[src/rtl/pipe_ctrl_regs_pkg.sv]
// Shared types for the pipeline control registers: bubble instruction,
// forward-select codes and the execute-stage control bundle.
package pipe_pkg;

  // addi x0, x0, 0 -- the canonical RV32I bubble.
  localparam logic [31:0] NOP_INSTR = 32'h0000_0013;

  // Forward source select as encoded by the hazard unit; 2'b11 is unused
  // and falls back to the register value.
  typedef enum logic [1:0] {
    FWD_REG = 2'b00,
    FWD_MEM = 2'b01,
    FWD_WB  = 2'b10
  } fwd_sel_e;

  // Control fields carried from decode into execute.
  typedef struct packed {
    logic       RegWrite;
    logic [1:0] ResultSrc;
    logic       MemWrite;
    logic       Jump;
    logic       Branch;
    logic [2:0] ALUControl;
    logic       ALUSrc;
  } ctrl_e_t;

  // All-zero control word: no register write, no memory write, no jump or branch.
  localparam ctrl_e_t CTRL_BUBBLE = '0;

endpackage

[src/rtl/pipe_ctrl_regs_if.sv]
// Hazard-control interface: stall/flush strobes and forward selects
// driven by the hazard unit and consumed by the pipeline registers.
interface pipe_ctrl_regs_if;
  logic       StallF;
  logic       StallD;
  logic       FlushD;
  logic       FlushE;
  logic [1:0] ForwardAE;
  logic [1:0] ForwardBE;

  modport master (
    output StallF, StallD, FlushD, FlushE, ForwardAE, ForwardBE
  );

  modport slave (
    input  StallF, StallD, FlushD, FlushE, ForwardAE, ForwardBE
  );
endinterface

[src/rtl/pipe_ctrl_regs_fwd_mux3.sv]
// 3:1 operand forwarding select; any unrecognised code picks the register value.
module fwd_mux3
  import pipe_pkg::*;
#(
  parameter int WIDTH = 32
) (
  input  logic [1:0]       sel,
  input  logic [WIDTH-1:0] reg_val,
  input  logic [WIDTH-1:0] mem_val,
  input  logic [WIDTH-1:0] wb_val,
  output logic [WIDTH-1:0] y
);

  // Pick the forwarding source for this operand.
  always_comb begin
    // NOTE: assign a default before the case so no path leaves y unassigned (no latch).
    y = reg_val;
    case (sel)
      FWD_MEM: y = mem_val;
      FWD_WB:  y = wb_val;
      default: y = reg_val;
    endcase
  end

endmodule

[src/rtl/pipe_ctrl_regs.sv]
// Fetch PC, IF/ID and ID/EX pipeline registers with execute-stage
// operand forwarding, controlled by the hazard unit.
module pipe_ctrl_regs
  import pipe_pkg::*;
#(
  parameter int               WIDTH    = 32,
  parameter int               REG_AW   = 5,
  parameter logic [WIDTH-1:0] RESET_PC = '0
) (
  input  logic              clk,
  input  logic              rst_n,
  pipe_ctrl_regs_if.slave   hz,
  input  logic [WIDTH-1:0]  PCNextF,
  input  logic [31:0]       InstrF,
  input  logic [WIDTH-1:0]  PCPlus4F,
  input  logic              RegWriteD,
  input  logic              MemWriteD,
  input  logic              JumpD,
  input  logic              BranchD,
  input  logic              ALUSrcD,
  input  logic [1:0]        ResultSrcD,
  input  logic [2:0]        ALUControlD,
  input  logic [WIDTH-1:0]  RD1D,
  input  logic [WIDTH-1:0]  RD2D,
  input  logic [WIDTH-1:0]  ImmExtD,
  input  logic [REG_AW-1:0] Rs1D,
  input  logic [REG_AW-1:0] Rs2D,
  input  logic [REG_AW-1:0] RdD,
  input  logic [WIDTH-1:0]  ALUResultM,
  input  logic [WIDTH-1:0]  ResultW,
  output logic [WIDTH-1:0]  PCF,
  output logic [31:0]       InstrD,
  output logic [WIDTH-1:0]  PCD,
  output logic [WIDTH-1:0]  PCPlus4D,
  output logic              RegWriteE,
  output logic              MemWriteE,
  output logic              JumpE,
  output logic              BranchE,
  output logic              ALUSrcE,
  output logic [1:0]        ResultSrcE,
  output logic [2:0]        ALUControlE,
  output logic [WIDTH-1:0]  PCE,
  output logic [WIDTH-1:0]  PCPlus4E,
  output logic [WIDTH-1:0]  ImmExtE,
  output logic [REG_AW-1:0] Rs1E,
  output logic [REG_AW-1:0] Rs2E,
  output logic [REG_AW-1:0] RdE,
  output logic [WIDTH-1:0]  SrcAE,
  output logic [WIDTH-1:0]  WriteDataE
);

  ctrl_e_t          ctrl_e;
  ctrl_e_t          ctrl_d;
  logic [WIDTH-1:0] rd1_e;
  logic [WIDTH-1:0] rd2_e;

  assign ctrl_d = '{RegWrite:   RegWriteD,
                    ResultSrc:  ResultSrcD,
                    MemWrite:   MemWriteD,
                    Jump:       JumpD,
                    Branch:     BranchD,
                    ALUControl: ALUControlD,
                    ALUSrc:     ALUSrcD};

  // Fetch PC: advance to the next PC unless fetch is stalled.
  always_ff @(posedge clk or negedge rst_n) begin
    if (!rst_n) begin
      PCF <= RESET_PC;
    end else if (!hz.StallF) begin
      // NOTE: registers use non-blocking assignments so every flop samples pre-edge values.
      PCF <= PCNextF;
    end
  end

  // IF/ID: flush beats stall, stall beats load.
  always_ff @(posedge clk or negedge rst_n) begin
    if (!rst_n) begin
      InstrD   <= NOP_INSTR;
      PCD      <= '0;
      PCPlus4D <= '0;
    end else if (hz.FlushD) begin
      InstrD   <= NOP_INSTR;
      PCD      <= '0;
      PCPlus4D <= '0;
    end else if (!hz.StallD) begin
      InstrD   <= InstrF;
      PCD      <= PCF;
      PCPlus4D <= PCPlus4F;
    end
  end

  // ID/EX: capture decode every cycle, or insert a full bubble on flush.
  always_ff @(posedge clk or negedge rst_n) begin
    if (!rst_n) begin
      ctrl_e   <= CTRL_BUBBLE;
      rd1_e    <= '0;
      rd2_e    <= '0;
      PCE      <= '0;
      PCPlus4E <= '0;
      ImmExtE  <= '0;
      Rs1E     <= '0;
      Rs2E     <= '0;
      RdE      <= '0;
    end else if (hz.FlushE) begin
      ctrl_e   <= CTRL_BUBBLE;
      rd1_e    <= '0;
      rd2_e    <= '0;
      PCE      <= '0;
      PCPlus4E <= '0;
      ImmExtE  <= '0;
      Rs1E     <= '0;
      Rs2E     <= '0;
      RdE      <= '0;
    end else begin
      ctrl_e   <= ctrl_d;
      rd1_e    <= RD1D;
      rd2_e    <= RD2D;
      PCE      <= PCD;
      PCPlus4E <= PCPlus4D;
      ImmExtE  <= ImmExtD;
      Rs1E     <= Rs1D;
      Rs2E     <= Rs2D;
      RdE      <= RdD;
    end
  end

  assign RegWriteE   = ctrl_e.RegWrite;
  assign ResultSrcE  = ctrl_e.ResultSrc;
  assign MemWriteE   = ctrl_e.MemWrite;
  assign JumpE       = ctrl_e.Jump;
  assign BranchE     = ctrl_e.Branch;
  assign ALUControlE = ctrl_e.ALUControl;
  assign ALUSrcE     = ctrl_e.ALUSrc;

  fwd_mux3 #(.WIDTH(WIDTH)) u_fwd_a (
    .sel     (hz.ForwardAE),
    .reg_val (rd1_e),
    .mem_val (ALUResultM),
    .wb_val  (ResultW),
    .y       (SrcAE)
  );

  fwd_mux3 #(.WIDTH(WIDTH)) u_fwd_b (
    .sel     (hz.ForwardBE),
    .reg_val (rd2_e),
    .mem_val (ALUResultM),
    .wb_val  (ResultW),
    .y       (WriteDataE)
  );

endmodule

[src/flat_wrapper.sv]
// flat-port wrapper written by rule: the top's interface ports become plain ports
module pipe_ctrl_regs_flat import pipe_pkg::*;
#(
  parameter int               WIDTH    = 32,
  parameter int               REG_AW   = 5,
  parameter logic [WIDTH-1:0] RESET_PC = '0
)
  (clk, rst_n, PCNextF, InstrF, PCPlus4F, RegWriteD, MemWriteD, JumpD, BranchD, ALUSrcD, ResultSrcD, ALUControlD, RD1D, RD2D, ImmExtD, Rs1D, Rs2D, RdD, ALUResultM, ResultW, PCF, InstrD, PCD, PCPlus4D, RegWriteE, MemWriteE, JumpE, BranchE, ALUSrcE, ResultSrcE, ALUControlE, PCE, PCPlus4E, ImmExtE, Rs1E, Rs2E, RdE, SrcAE, WriteDataE, hz_StallF, hz_StallD, hz_FlushD, hz_FlushE, hz_ForwardAE, hz_ForwardBE);
  pipe_ctrl_regs_if hz_i ();
  input  logic clk;
  input  logic rst_n;
  input  logic [WIDTH-1:0] PCNextF;
  input  logic [31:0] InstrF;
  input  logic [WIDTH-1:0] PCPlus4F;
  input  logic RegWriteD;
  input  logic MemWriteD;
  input  logic JumpD;
  input  logic BranchD;
  input  logic ALUSrcD;
  input  logic [1:0] ResultSrcD;
  input  logic [2:0] ALUControlD;
  input  logic [WIDTH-1:0] RD1D;
  input  logic [WIDTH-1:0] RD2D;
  input  logic [WIDTH-1:0] ImmExtD;
  input  logic [REG_AW-1:0] Rs1D;
  input  logic [REG_AW-1:0] Rs2D;
  input  logic [REG_AW-1:0] RdD;
  input  logic [WIDTH-1:0] ALUResultM;
  input  logic [WIDTH-1:0] ResultW;
  output logic [WIDTH-1:0] PCF;
  output logic [31:0] InstrD;
  output logic [WIDTH-1:0] PCD;
  output logic [WIDTH-1:0] PCPlus4D;
  output logic RegWriteE;
  output logic MemWriteE;
  output logic JumpE;
  output logic BranchE;
  output logic ALUSrcE;
  output logic [1:0] ResultSrcE;
  output logic [2:0] ALUControlE;
  output logic [WIDTH-1:0] PCE;
  output logic [WIDTH-1:0] PCPlus4E;
  output logic [WIDTH-1:0] ImmExtE;
  output logic [REG_AW-1:0] Rs1E;
  output logic [REG_AW-1:0] Rs2E;
  output logic [REG_AW-1:0] RdE;
  output logic [WIDTH-1:0] SrcAE;
  output logic [WIDTH-1:0] WriteDataE;
  input wire logic [$bits(hz_i.StallF)-1:0] hz_StallF;
  input wire logic [$bits(hz_i.StallD)-1:0] hz_StallD;
  input wire logic [$bits(hz_i.FlushD)-1:0] hz_FlushD;
  input wire logic [$bits(hz_i.FlushE)-1:0] hz_FlushE;
  input wire logic [$bits(hz_i.ForwardAE)-1:0] hz_ForwardAE;
  input wire logic [$bits(hz_i.ForwardBE)-1:0] hz_ForwardBE;
  assign hz_i.StallF = hz_StallF;
  assign hz_i.StallD = hz_StallD;
  assign hz_i.FlushD = hz_FlushD;
  assign hz_i.FlushE = hz_FlushE;
  assign hz_i.ForwardAE = hz_ForwardAE;
  assign hz_i.ForwardBE = hz_ForwardBE;
  pipe_ctrl_regs #(.WIDTH(WIDTH), .REG_AW(REG_AW), .RESET_PC(RESET_PC)) u_core (.clk(clk), .rst_n(rst_n), .hz(hz_i), .PCNextF(PCNextF), .InstrF(InstrF), .PCPlus4F(PCPlus4F), .RegWriteD(RegWriteD), .MemWriteD(MemWriteD), .JumpD(JumpD), .BranchD(BranchD), .ALUSrcD(ALUSrcD), .ResultSrcD(ResultSrcD), .ALUControlD(ALUControlD), .RD1D(RD1D), .RD2D(RD2D), .ImmExtD(ImmExtD), .Rs1D(Rs1D), .Rs2D(Rs2D), .RdD(RdD), .ALUResultM(ALUResultM), .ResultW(ResultW), .PCF(PCF), .InstrD(InstrD), .PCD(PCD), .PCPlus4D(PCPlus4D), .RegWriteE(RegWriteE), .MemWriteE(MemWriteE), .JumpE(JumpE), .BranchE(BranchE), .ALUSrcE(ALUSrcE), .ResultSrcE(ResultSrcE), .ALUControlE(ALUControlE), .PCE(PCE), .PCPlus4E(PCPlus4E), .ImmExtE(ImmExtE), .Rs1E(Rs1E), .Rs2E(Rs2E), .RdE(RdE), .SrcAE(SrcAE), .WriteDataE(WriteDataE));
endmodule
[config.mk]
export PLATFORM = sky130hd
export DESIGN_NAME = pipe_ctrl_regs_flat
export DESIGN_NICKNAME = d
export VERILOG_FILES = /design/src/rtl/pipe_ctrl_regs_pkg.sv /design/src/rtl/pipe_ctrl_regs_if.sv /design/src/rtl/pipe_ctrl_regs_fwd_mux3.sv /design/src/rtl/pipe_ctrl_regs.sv /design/src/flat_wrapper.sv
export SDC_FILE = /design/constraint.sdc
export NUM_CORES = 1
export LEC_CHECK = 0
export BUFFER_PORTS_ARGS = -buffer_cell sky130_fd_sc_hd__buf_2
export CAP_MARGIN = 10
export CORE_AREA = 2 2 233 235
export DETAILED_ROUTE_END_ITERATION = 16
export DIE_AREA = 0 0 235 237
export PLACE_DENSITY = 0.53
export SLEW_MARGIN = 10
export SYNTH_ARGS = -nofsm -noshare
export SYNTH_HDL_FRONTEND = slang
export SYNTH_HIERARCHICAL = 1
export SYNTH_SLANG_ARGS = --single-unit
[constraint.sdc]
create_clock -name clk -period 0.8 [get_ports clk]
set_input_delay 0.04 -clock clk [delete_from_list [all_inputs] [get_ports clk]]
set_output_delay 0.04 -clock clk [all_outputs]
set_load 0.05 [all_outputs]
Word-level counts from Yosys, hierarchy flattened
Index checks and enable logic that the tools add are counted.

Muxes and demuxes: 17. Shift operators: 0. $add $sub $neg: 0. Divide/modulo/power cells: 0. Bitwise operators: 0. $lt $le $gt $ge: 0. Equal/unequal tests: 5. Reductions and logical operators: 0. $mul: 0.

Operator list (number): $mux W32 (11); $pmux W32 S2 (2); $mux W5 (3); $mux W10 (1); $eq A2 B1 Y1 const B (2); $eq A2 B2 Y1 const B (2); $ne A2 B1 Y1 const B (1).

Memory bits (read-only): 0. Bits in latches: 0. Bits in writable memories: 0. Memories: 0. Input port bits: 291. Output and inout port bits: 313. Register bits: 313.

Logic depth before layout (Yosys ltp)
Gate-level depths: netlist of the first run.

Depth after elaboration: 2. Depth in mapped cells: 6. Depth with buffers taken out: 4.

Cells and area by module
Netlist of the first run, hierarchy kept.

Modules (own cells, without submodules): pipe_ctrl_regs (times used 1, cells an instance 768, area an instance 10983.0 um2); fwd_mux3 (times used 2, cells an instance 113, area an instance 636.9 um2).

Least setup slack after synthesis of the first run
Ideal clock, no wire load.

Path type: in2out. Start: input hz_ForwardAE[0]. End: output SrcAE[29]. Arrival time: 1592 ps. Path slack: -832 ps. Buffers on the path: 1. Stages on the path: 4. Required time: 760 ps. Cell sequence: inv_1 ha_1 buf_2 o21ai_0.

Longest elaborated chain between the ends: 2. Elaborated cells on any way between the ends: 3. Those cells by class: eq/ne (2); mux (1).

Ends and longest elaborated chain: from (decl) (RTL line flat_wrapper.sv:53) `input wire logic [$bits(hz_i.ForwardAE)-1:0] hz_ForwardAE;`; $eq A2 B2 Y1 / $eq A2 B1 Y1 (equally long branches) (RTL line pipe_ctrl_regs_fwd_mux3.sv:18) `case (sel)`; $pmux W32 S2 * (RTL line pipe_ctrl_regs_fwd_mux3.sv:18); to (decl) (RTL line flat_wrapper.sv:47) `output logic [WIDTH-1:0] SrcAE;`.

Every way passes the cells marked *; elsewhere a longest branch is shown, timed or not.

Worst setup path after layout of the first run
Start: register u_core.rd1_e[25]. End: output SrcAE[25].

Longest elaborated chain between the ends: 1.

Ends and longest elaborated chain: from (decl) (RTL line pipe_ctrl_regs.sv:54) `logic [WIDTH-1:0] rd1_e;`; from (signal assigned) (RTL line pipe_ctrl_regs.sv:96) `rd1_e <= '0;`; from (signal assigned) (RTL line pipe_ctrl_regs.sv:106) `rd1_e <= '0;`; from (signal assigned) (RTL line pipe_ctrl_regs.sv:116) `rd1_e <= RD1D;`; $pmux W32 S2 (RTL line pipe_ctrl_regs_fwd_mux3.sv:18).

Every way passes these cells.

==> results of run 1 <==
[placed cells by master (no fill, tap or decap), drive strengths merged, types with 8 or more instances in the layout]
master / Yosys / routed
nor2: 93 / 93
nor2b: 188 / 188
mux2i: 93 / 93
buf: 57 / 788
clkbuf: 15 / 51
o21ai: 64 / 64
dlygate4sd3: 0 / 234
a22oi: 64 / 64
dfrtp: 310 / 310
clkinv: 0 / 8
mux2: 32 / 32
nand2: 64 / 64
[cells in the mapped netlist, drive strengths merged]
| master | n | area (µm²) |
|---|---|---|
| buf | 57 | 413 |
| inv | 4 | 15.0 |
| nor2 | 93 | 349 |
| nand2 | 64 | 240 |
| nor2b | 188 | 1180 |
| mux2 | 32 | 360 |
| clkbuf | 15 | 58.8 |
| a211o | 3 | 26.3 |
| o21ai | 64 | 320 |
| dfrtp | 310 | 7760 |
| a22oi | 64 | 480 |
| dfstp | 3 | 78.8 |
| mux2i | 93 | 931 |
| ha | 4 | 50.1 |
[power breakdown]
group	leakage [nW]	switching, mW	internal, mW
clock	0.605	6.77	10.4
combinational	7.19	7.47	5.95
sequential	3.90	0.751	16.8
[kinds of logic (layout without fill, tap and decap cells)]
| kind of cell | Yosys count | count (layout) |
|---|---|---|
| flops | 313 | 313 |
| fa+ha+maj | 4 | 4 |
| compound gates | 131 | 131 |
| other cells | 0 | 2 |
| buf+inv | 76 | 1095 |
| mux | 125 | 125 |
| simple gates | 345 | 345 |
[critical path, cell delays in order (launching register included)]
cell     delay (ns)
dfrtp_1        0.42
nand2_2        0.08
o21ai_4        0.06
buf_6          0.17
[metal layers]
layer	GRT usage (%)	vias up	part of all wire, %
met4	6.27	0	3.2
met2	31.3	477	51
met3	4.93	86	7.0
met1	19.9	5710	38
li1	-	5281	-
met5	0	-	0
[through the flow]
step                      utilization (%)  TNS, ns
final                                46.4  -117.22
after global routing                 46.4  -135.83
after CTS                            45.6  -131.66
after detailed placement             33.7   -39.79
after global placement               33.7   -37.83
after floorplan                         -   -14.13
[sequential cells by signal, indices dropped and copies added (netlist names), 5 cells and up]
| signal | count |
|---|---|
| u_core/ImmExtE | 32 |
| u_core/PCD | 32 |
| u_core/RdE | 5 |
| u_core/Rs1E | 5 |
| u_core/rd2_e | 32 |
| u_core/InstrD | 32 |
| u_core/PCPlus4E | 32 |
| u_core/PCE | 32 |
| u_core/PCF | 32 |
| u_core/Rs2E | 5 |
| u_core/PCPlus4D | 32 |
| u_core/rd1_e | 32 |
[timing repair]
item / in CTS / in global routing
resized for setup: 685 / 103
hold buffers: 238 / 2
setup buffers: 74 / 14
endpoints found under the setup margin: 317 / 462
pin swaps: 21 / 28
hold endpoints to repair: 564 / 7
[cell type report]
class	instances	share of cell area [%]
timing repair buffer	1025	38.7
inverter	4	0.0810
antenna	2	0.0202
clock inverter	15	0.800
sequential	313	32.3
tap	696	3.52
clock buffer	51	4.21
multi-input combinational	605	20.3
[how the worst min path moves through the flow]
stage	from	to	slack [ns]	cells past startpoint
3_3_place_gp	rst_n	u_core/PCE[13]	-0.12	1
2_1_floorplan	rst_n	u_core/ALUControlE[0]	-0.26	0
6_report	hz_FlushE	u_core/rd1_e[23]	-0.004	3
4_1_cts	hz_FlushE	u_core/Rs1E[1]	-0.02	3
5_1_grt	hz_FlushE	u_core/Rs2E[3]	0.00009	3
3_5_place_dp	rst_n	u_core/PCE[17]	-0.11	1
==> results.yml, run 1 <==
layout:
  layout.nets: 2281
  stdcell_area_um2: 24700
  fillers: 4733
  ff_latch_area_um2: 7990
  fin_cells: 2711
  layout-drive-gt1-share_pct: 57.0
  multi_input_area_um2: 5020
  area_growth_pct: 102
synthesis:
  synth_compound_area_share_pct: 6.75
  ys_ff_latch: 313
  syn_inst: 994
  synthesis.nets: 1289
  netlist_area_um2: 12300
  ys_seq_area_share_pct: 63.9
  synth_warnings: 6
  synthXorXnorAreaFrac_pct: 0
  synthAdderAreaFrac_pct: 0.408
  synth.area.mux_share_pct: 10.5
  synth.distinct_cells: 20
  syn_avg_cell_area_um2: 12.3
  synth_top_family_by_area: "simple AND/OR/NAND/NOR gates"
  synth-simple-area-share_pct: 14.4
clock_network:
  cts_buffers: 37
  cts_tree: "yes"
  cts-root-buf: "clkbuf_16"
  clkTransAtPathRegs_ns: 0.06
  cts_max_path_buffers: 3
  htreeDepth: 2
  clk_latency_ns: 0.54
  cts.sinks: 313
place:
  gp_congestion: 0.959
  pre_cts_ws_ns: -0.528
  hpwlAfterDp_um: 35200
  port_buffers: 603
  dpl.cell_count: 2323
  placed_cell_area_um2: 18000
timing:
  clock_skew_ns: 0.0154
  fin_crit_sh_pct: 164
  rsz0062_at_grt: "true"
  tightest_slew_ns: 0.480
  hold_ws_ns: -0.00381
  fmax_mhz: 763
  finalCriticalPeriod_ns: 1.31
  relSlewSlack_pct: 68.0
  worst_slack_ns: -0.511
  slew_violations: 0
  setup_viol: 415
  hold_violations: 4
setup_path:
  worstSetupStartpoint: "u_core/rd1_e[25]"
  worst-path-max-fanout: 1
  end_kind: "output port"
  cp.required_ns: 0.76
  start_kind: "flop"
  reg2reg_to: "u_core/PCF[22]"
  worstPathArrival_ns: 1.27
  crit_type: "reg -> out"
  r2r_cells: 3
  endpoint: "SrcAE[25]"
  r2r_slack_ns: -0.21
  r2r_start: "u_core/PCF[22]"
global_routing:
  grt_pass1_vias: 12900
  grt_pass1_wl_um: 76200
  antenna_found_initial: 2
  grtUsageTotal_pct: 17.5
  grt_overflow_total: 0
  grt_max_degree: 47
power:
  powerDensity_nw_per_um2: 1950
  ir_worst_vdd_uv: 1490
  p_leak_nw: 11.7
  power_mw: 48.2
floorplan:
  rows: 85
  io_pins: 604
  die_area_um2: 55700
  start_util_pct: 23.0
  coreArea_um2: 53300
  die_h_um: 237
  die_width_um: 235
outcome:
  violations: "negative hold slack, negative setup slack"
  status: "complete, but fails checks"
drt:
  vias: 11600
  via_per_inst: 4.26
  ant_nets: 0
  first_pass_iters: 4
  wirelength_um: 50500
  drc: 0
  routedWlPerCell_um: 18.6
  drt-initial-drc-count: 411
worst_hold_path:
  worstHoldPathType: "in -> reg"
job:
  cap_violations: 0
(Power assumes the default switching activity.)
==> run 2, diff against run 1 <==
Settings changed: GPL_TIMING_DRIVEN set to 0.
==> results.yml, run 2 (synthesized netlist as in run 1, its figures left out) <==
timing:
  hold_violations: 227
  setup_viol: 405
  finalCriticalPeriod_ns: 1.32
  fmax_mhz: 756
  slew_violations: 0
  fin_crit_sh_pct: 165
  tightest_slew_ns: 0.645
  relSlewSlack_pct: 57.0
  hold_ws_ns: -0.615
  rsz0062_at_grt: "true"
  clock_skew_ns: 0.00931
  worst_slack_ns: -0.523
setup_path:
  crit_type: "reg -> out"
  r2r_slack_ns: -0.21
  worstSetupStartpoint: "u_core/rd1_e[12]"
  r2r_cells: 3
  worstPathArrival_ns: 1.28
  end_kind: "output port"
  endpoint: "SrcAE[12]"
  r2r_start: "u_core/PCF[10]"
  worst-path-max-fanout: 1
  cp.required_ns: 0.76
  start_kind: "flop"
  reg2reg_to: "u_core/PCF[10]"
layout:
  multi_input_area_um2: 5120
  fin_cells: 2661
  final_common_cell: "buf_6"
  layout.nets: 2227
  fillers: 4696
  layout-drive-gt1-share_pct: 56.8
  area_growth_pct: 97.5
  ff_latch_area_um2: 7990
  layout_common_cells: "buf_6, buf_2, dlygate4sd3_1"
clock_network:
  cts_max_path_buffers: 3
  cts-root-buf: "clkbuf_16"
  cts_buffers: 39
  clkTransAtPathRegs_ns: 0.06
  cts_tree: "yes"
  clk_latency_ns: 0.54
  ctsHoldBuffers: 222
  htreeDepth: 2
  cts.sinks: 313
drt:
  drc: 0
  first_pass_iters: 4
  wirelength_um: 51800
  routedWlPerCell_um: 19.5
  via_per_inst: 4.30
  drt-initial-drc-count: 350
  vias: 11500
  ant_nets: 0
worst_hold_path:
  worstHoldPathType: "in -> async"
floorplan:
  io_pins: 604
  die_width_um: 235
  coreArea_um2: 53300
  rows: 85
  die_h_um: 237
  die_area_um2: 55700
  start_util_pct: 23.0
outcome:
  status: "complete, but fails checks"
  violations: "negative hold slack, negative setup slack"
job:
  cap_violations: 0
place:
  gp_congestion: 0.933
  port_buffers: 599
  dpl.cell_count: 2292
  hpwlAfterDp_um: 36000
global_routing:
  grt_overflow_total: 0
  grt_max_degree: 100
  grt_pass1_wl_um: 77800
  grt_pass1_vias: 12800
  antenna_found_initial: 4
  grtUsageTotal_pct: 18.0
power:
  ir_worst_vdd_uv: 2190
  powerDensity_nw_per_um2: 2010
  p_leak_nw: 11.4
  power_mw: 48.7
[run 2: repair_timing]
| action | in CTS | in global routing |
|---|---|---|
| gates cloned | 0 | 1 |
| pin swaps | 22 | 13 |
| setup buffers | 67 | 14 |
| endpoints found under the setup margin | 315 | 480 |
| gates resized for setup | 719 | 112 |
| endpoints found under the hold margin | 445 | 227 |
[run 2: layout make-up]
class	instances	area share (%)
Clock buffer	60	4.86
Tap cell	696	3.60
Clock inverter	10	0.605
Timing Repair Buffer	897	34.0
Multi-Input combinational cell	605	21.2
Inverter	4	0.0827
Antenna cell	4	0.0414
Sequential cell	313	33.0
Buffer	72	2.62
[run 2: worst max-delay path: stages, from the launching register on]
cell and delay (ns):
dfrtp_1 0.41, nand2_4 0.12, o21ai_4 0.07, buf_8 0.15
[run 2: power breakdown]
part	switching (mW)	internal (mW)	total, mW
clock network	6.91	11.1	18.0
registers	0.719	16.8	17.6
logic	7.56	5.60	13.2
total	15.2	33.5	48.7
[run 2: routing by layer]
layer	routed length [µm]	GRT usage (%)	part of all wire, %	vias up
li1	-	-	-	5181
met1	19400	20.0	37	5717
met2	27000	32.1	52	471
met3	3820	5.46	7.4	79
met4	1620	7.17	3.1	2
met5	9	0	0.017	-
[run 2: through the flow]
| stage | setup slack [ns] | area (µm²) | setup TNS, ns | utilization [%] |
|---|---|---|---|---|
| after global placement | -7.03 | 17300 | -2146.75 | 32.5 |
| final | -0.523 | 24200 | -120.13 | 45.4 |
| after detailed placement | -0.713 | 17400 | -124.72 | 32.7 |
| after CTS | -0.578 | 23700 | -135.20 | 44.5 |
| after floorplan | -0.130 | 13400 | -14.13 | - |
| after global routing | -0.581 | 24200 | -138.83 | 45.4 |
[run 2: how the worst min path moves through the flow]
stage	slack (ns)	from	end
after floorplan	-0.26	rst_n	u_core/ALUControlE[0]
after global placement	0.26	Rs2D[3]	u_core/Rs2E[3]
after detailed placement	-0.05	rst_n	u_core/PCE[13]
after CTS	-0.66	rst_n	u_core/InstrD[24]
after global routing	-0.63	rst_n	u_core/InstrD[24]
final	-0.62	rst_n	u_core/InstrD[24]
==> run 3, diff against run 2 <==
Settings changed: ABC_AREA set to 1, CELL_PAD_IN_SITES_DETAIL_PLACEMENT set to 1, CELL_PAD_IN_SITES_GLOBAL_PLACEMENT set to 2, CORE_AREA 2 2 233 235 to not set, CORE_ASPECT_RATIO set to 1.1, CORE_MARGIN set to 2, CORE_UTILIZATION set to 23, DIE_AREA 0 0 235 237 to not set, PLACE_DENSITY 0.53 to 0.81.
==> results.yml, run 3 <==
setup_path:
  r2r_slack_ns: -0.15
  worstPathArrival_ns: 1.28
  r2r_cells: 4
  r2r_start: "u_core/PCD[19]"
  worst-path-max-fanout: 1
  reg2reg_to: "u_core/PCD[19]"
  cp.required_ns: 0.76
  crit_type: "reg -> out"
  start_kind: "flop"
  end_kind: "output port"
drt:
  routedWlPerCell_um: 20.6
  first_pass_iters: 5
  vias: 14400
  wirelength_um: 67900
  drt-initial-drc-count: 570
  drc: 0
  ant_nets: 0
  via_per_inst: 4.36
power:
  p_seq_share_pct: 36.2
  p_leak_nw: 13.4
  powerDensity_nw_per_um2: 1880
  clkPwrFrac_pct: 35.4
  ir_worst_vdd_uv: 1640
  internal-power_mw: 32.0
  switchingPower_mw: 16.3
  combPwrFrac_pct: 28.4
  switching_share_pct: 33.8
place:
  port_buffers: 600
  placed_cell_area_um2: 18600
  dpl.cell_count: 2905
  hpwlAfterDp_um: 42600
  gp_congestion: 0.894
synthesis:
  netlist_area_um2: 12900
  ys_seq_area_share_pct: 60.6
  synth_commonest_cells: "nand2_1, dfrtp_1, inv_1"
  synth.distinct_cells: 16
  yosys_most_used_dff: "dfrtp_1"
  ys_ff_latch: 313
  async_reset_ff_share_pct: 100
  yosysMostFrequentCell: "nand2_1"
  synth_edf_count: 0
  synth_top_cell_by_area: "dfrtp_1"
  yosys-top-cells-area: "dfrtp_1, nand2_1, inv_1"
  syn_inst: 1558
  synth_warnings: 6
  syn_avg_cell_area_um2: 8.31
  synthesis.nets: 1853
  synth_top_area_share_pct: 59.9
floorplan:
  die_area_um2: 58200
  start_util_pct: 23.1
  io_pins: 604
  rows: 91
  die_h_um: 253
  coreArea_um2: 55900
  die_width_um: 230
outcome:
  status: "complete, but fails checks"
  violations: "negative hold slack, negative setup slack"
clock_network:
  clkTransAtPathRegs_ns: 0.06
  cts_buffers: 38
  ctsHoldBuffers: 221
  cts.sinks: 313
  cts_tree: "yes"
  htreeDepth: 2
  cts_max_path_buffers: 3
  cts-root-buf: "clkbuf_16"
  clk_latency_ns: 0.56
timing:
  finalCriticalPeriod_ns: 1.32
  relSlewSlack_pct: 51.8
  hold_ws_ns: -0.622
  worst_slack_ns: -0.524
  hold_violations: 108
  slew_violations: 0
  clock_skew_ns: 0.0198
  tightest_slew_ns: 0.723
  fin_crit_sh_pct: 166
  fmax_mhz: 755
  setup_viol: 376
  rsz0062_at_grt: "true"
global_routing:
  antenna_found_initial: 4
  grt_max_degree: 107
  grt_pass1_vias: 16400
  grt_overflow_total: 0
  grt_pass1_wl_um: 97200
  grtUsageTotal_pct: 21.7
job:
  cap_violations: 0
layout:
  final_common_cell: "nand2_1"
  layout-drive-gt1-share_pct: 47.7
  fin_cells: 3302
  layout.nets: 2821
  layout_common_cells: "nand2_1, buf_6, buf_2"
  area_growth_pct: 98.7
  stdcell_area_um2: 25700
worst_hold_path:
  worstHoldPathType: "in -> async"
## run 3: changes by cell type after synthesis, sizes merged, moves of 3 or more
| cell | change |
|---|---|
| o21ai | -32 |
| a211o | -3 |
| nand2 | +550 |
| a22oi | -64 |
| nor2b | -188 |
| nand3 | +93 |
| mux2i | -93 |
| nor2 | +93 |
| buf | +11 |
| inv | +227 |
| mux2 | -32 |
## run 3: critical path, cell delays in order (launching register included)
cell	delay, ns
dfrtp_1	0.42
nand2_2	0.09
nand2_4	0.07
buf_8	0.15
## run 3: area by class of cell
class,count,area (µm²)
Fill cell,6268,30200
Timing Repair Buffer,928,8630
Sequential cell,313,7990
Multi-Input combinational cell,929,5390
Clock buffer,57,1090
Tap cell,744,931
Inverter,231,895
Buffer,85,671
Clock inverter,11,101
Antenna cell,4,10.0
## run 3: layer usage
layer	vias to the layer above	track usage (%)	part of all wire [%]
met2	605	40.1	53
li1	6484	-	-
met5	-	0	0.016
met3	175	6.49	7.1
met1	7141	22.5	35
met4	2	10.2	5.0
## run 3: cell families after synthesis
kind of cell | count (synthesis) | synth area share [%]
AND/OR/NAND/NOR | 893 | 26.9
flip-flops | 313 | 60.6
buffers and inverters | 316 | 11.0
AO/OA/AOI/OAI | 32 | 1.24
adder cells (fa/ha/maj) | 4 | 0.387
## run 3: power by group through the flow
stage,clock network [mW],logic (mW),registers [mW]
floorplan,0,4.24,19.9
global placement,0,9.79,17.5
detailed placement,0,9.97,17.5
CTS,17.3,13.0,17.4
global route,18.1,14.4,17.5
finish,17.1,13.7,17.5
## run 3: repair_timing
action,in CTS,in global routing
gates resized for setup,707,211
hold endpoints to repair,326,108
pin swaps,35,57
setup endpoints to repair,323,533
cloned,0,2
setup buffers,85,28
## run 3: worst max-delay path by stage
stage | endpoint | start | depth (start not counted) | slack (ns)
floorplan | SrcAE[0] | hz_ForwardAE[1] | 6 | -0.20
global placement | u_core/InstrD[15] | rst_n | 1 | -7.20
detailed placement | u_core/PCE[30] | hz_FlushE | 3 | -0.79
CTS | SrcAE[31] | u_core/rd1_e[31] | 3 | -0.55
global route | SrcAE[15] | u_core/rd1_e[15] | 3 | -0.58
finish | SrcAE[31] | u_core/rd1_e[31] | 3 | -0.52
## run 3: per-stage QoR
step                      setup WS [ns]  power (mW)   TNS, ns  utilization [%]
after floorplan                  -0.197        24.2     -5.12                -
final                            -0.524        48.3   -119.16             46.0
after global placement            -7.20        27.3  -2249.96             33.1
after CTS                        -0.555        47.7   -126.66             44.4
after global routing             -0.576        50.0   -135.70             46.0
after detailed placement         -0.791        27.5   -238.72             33.2
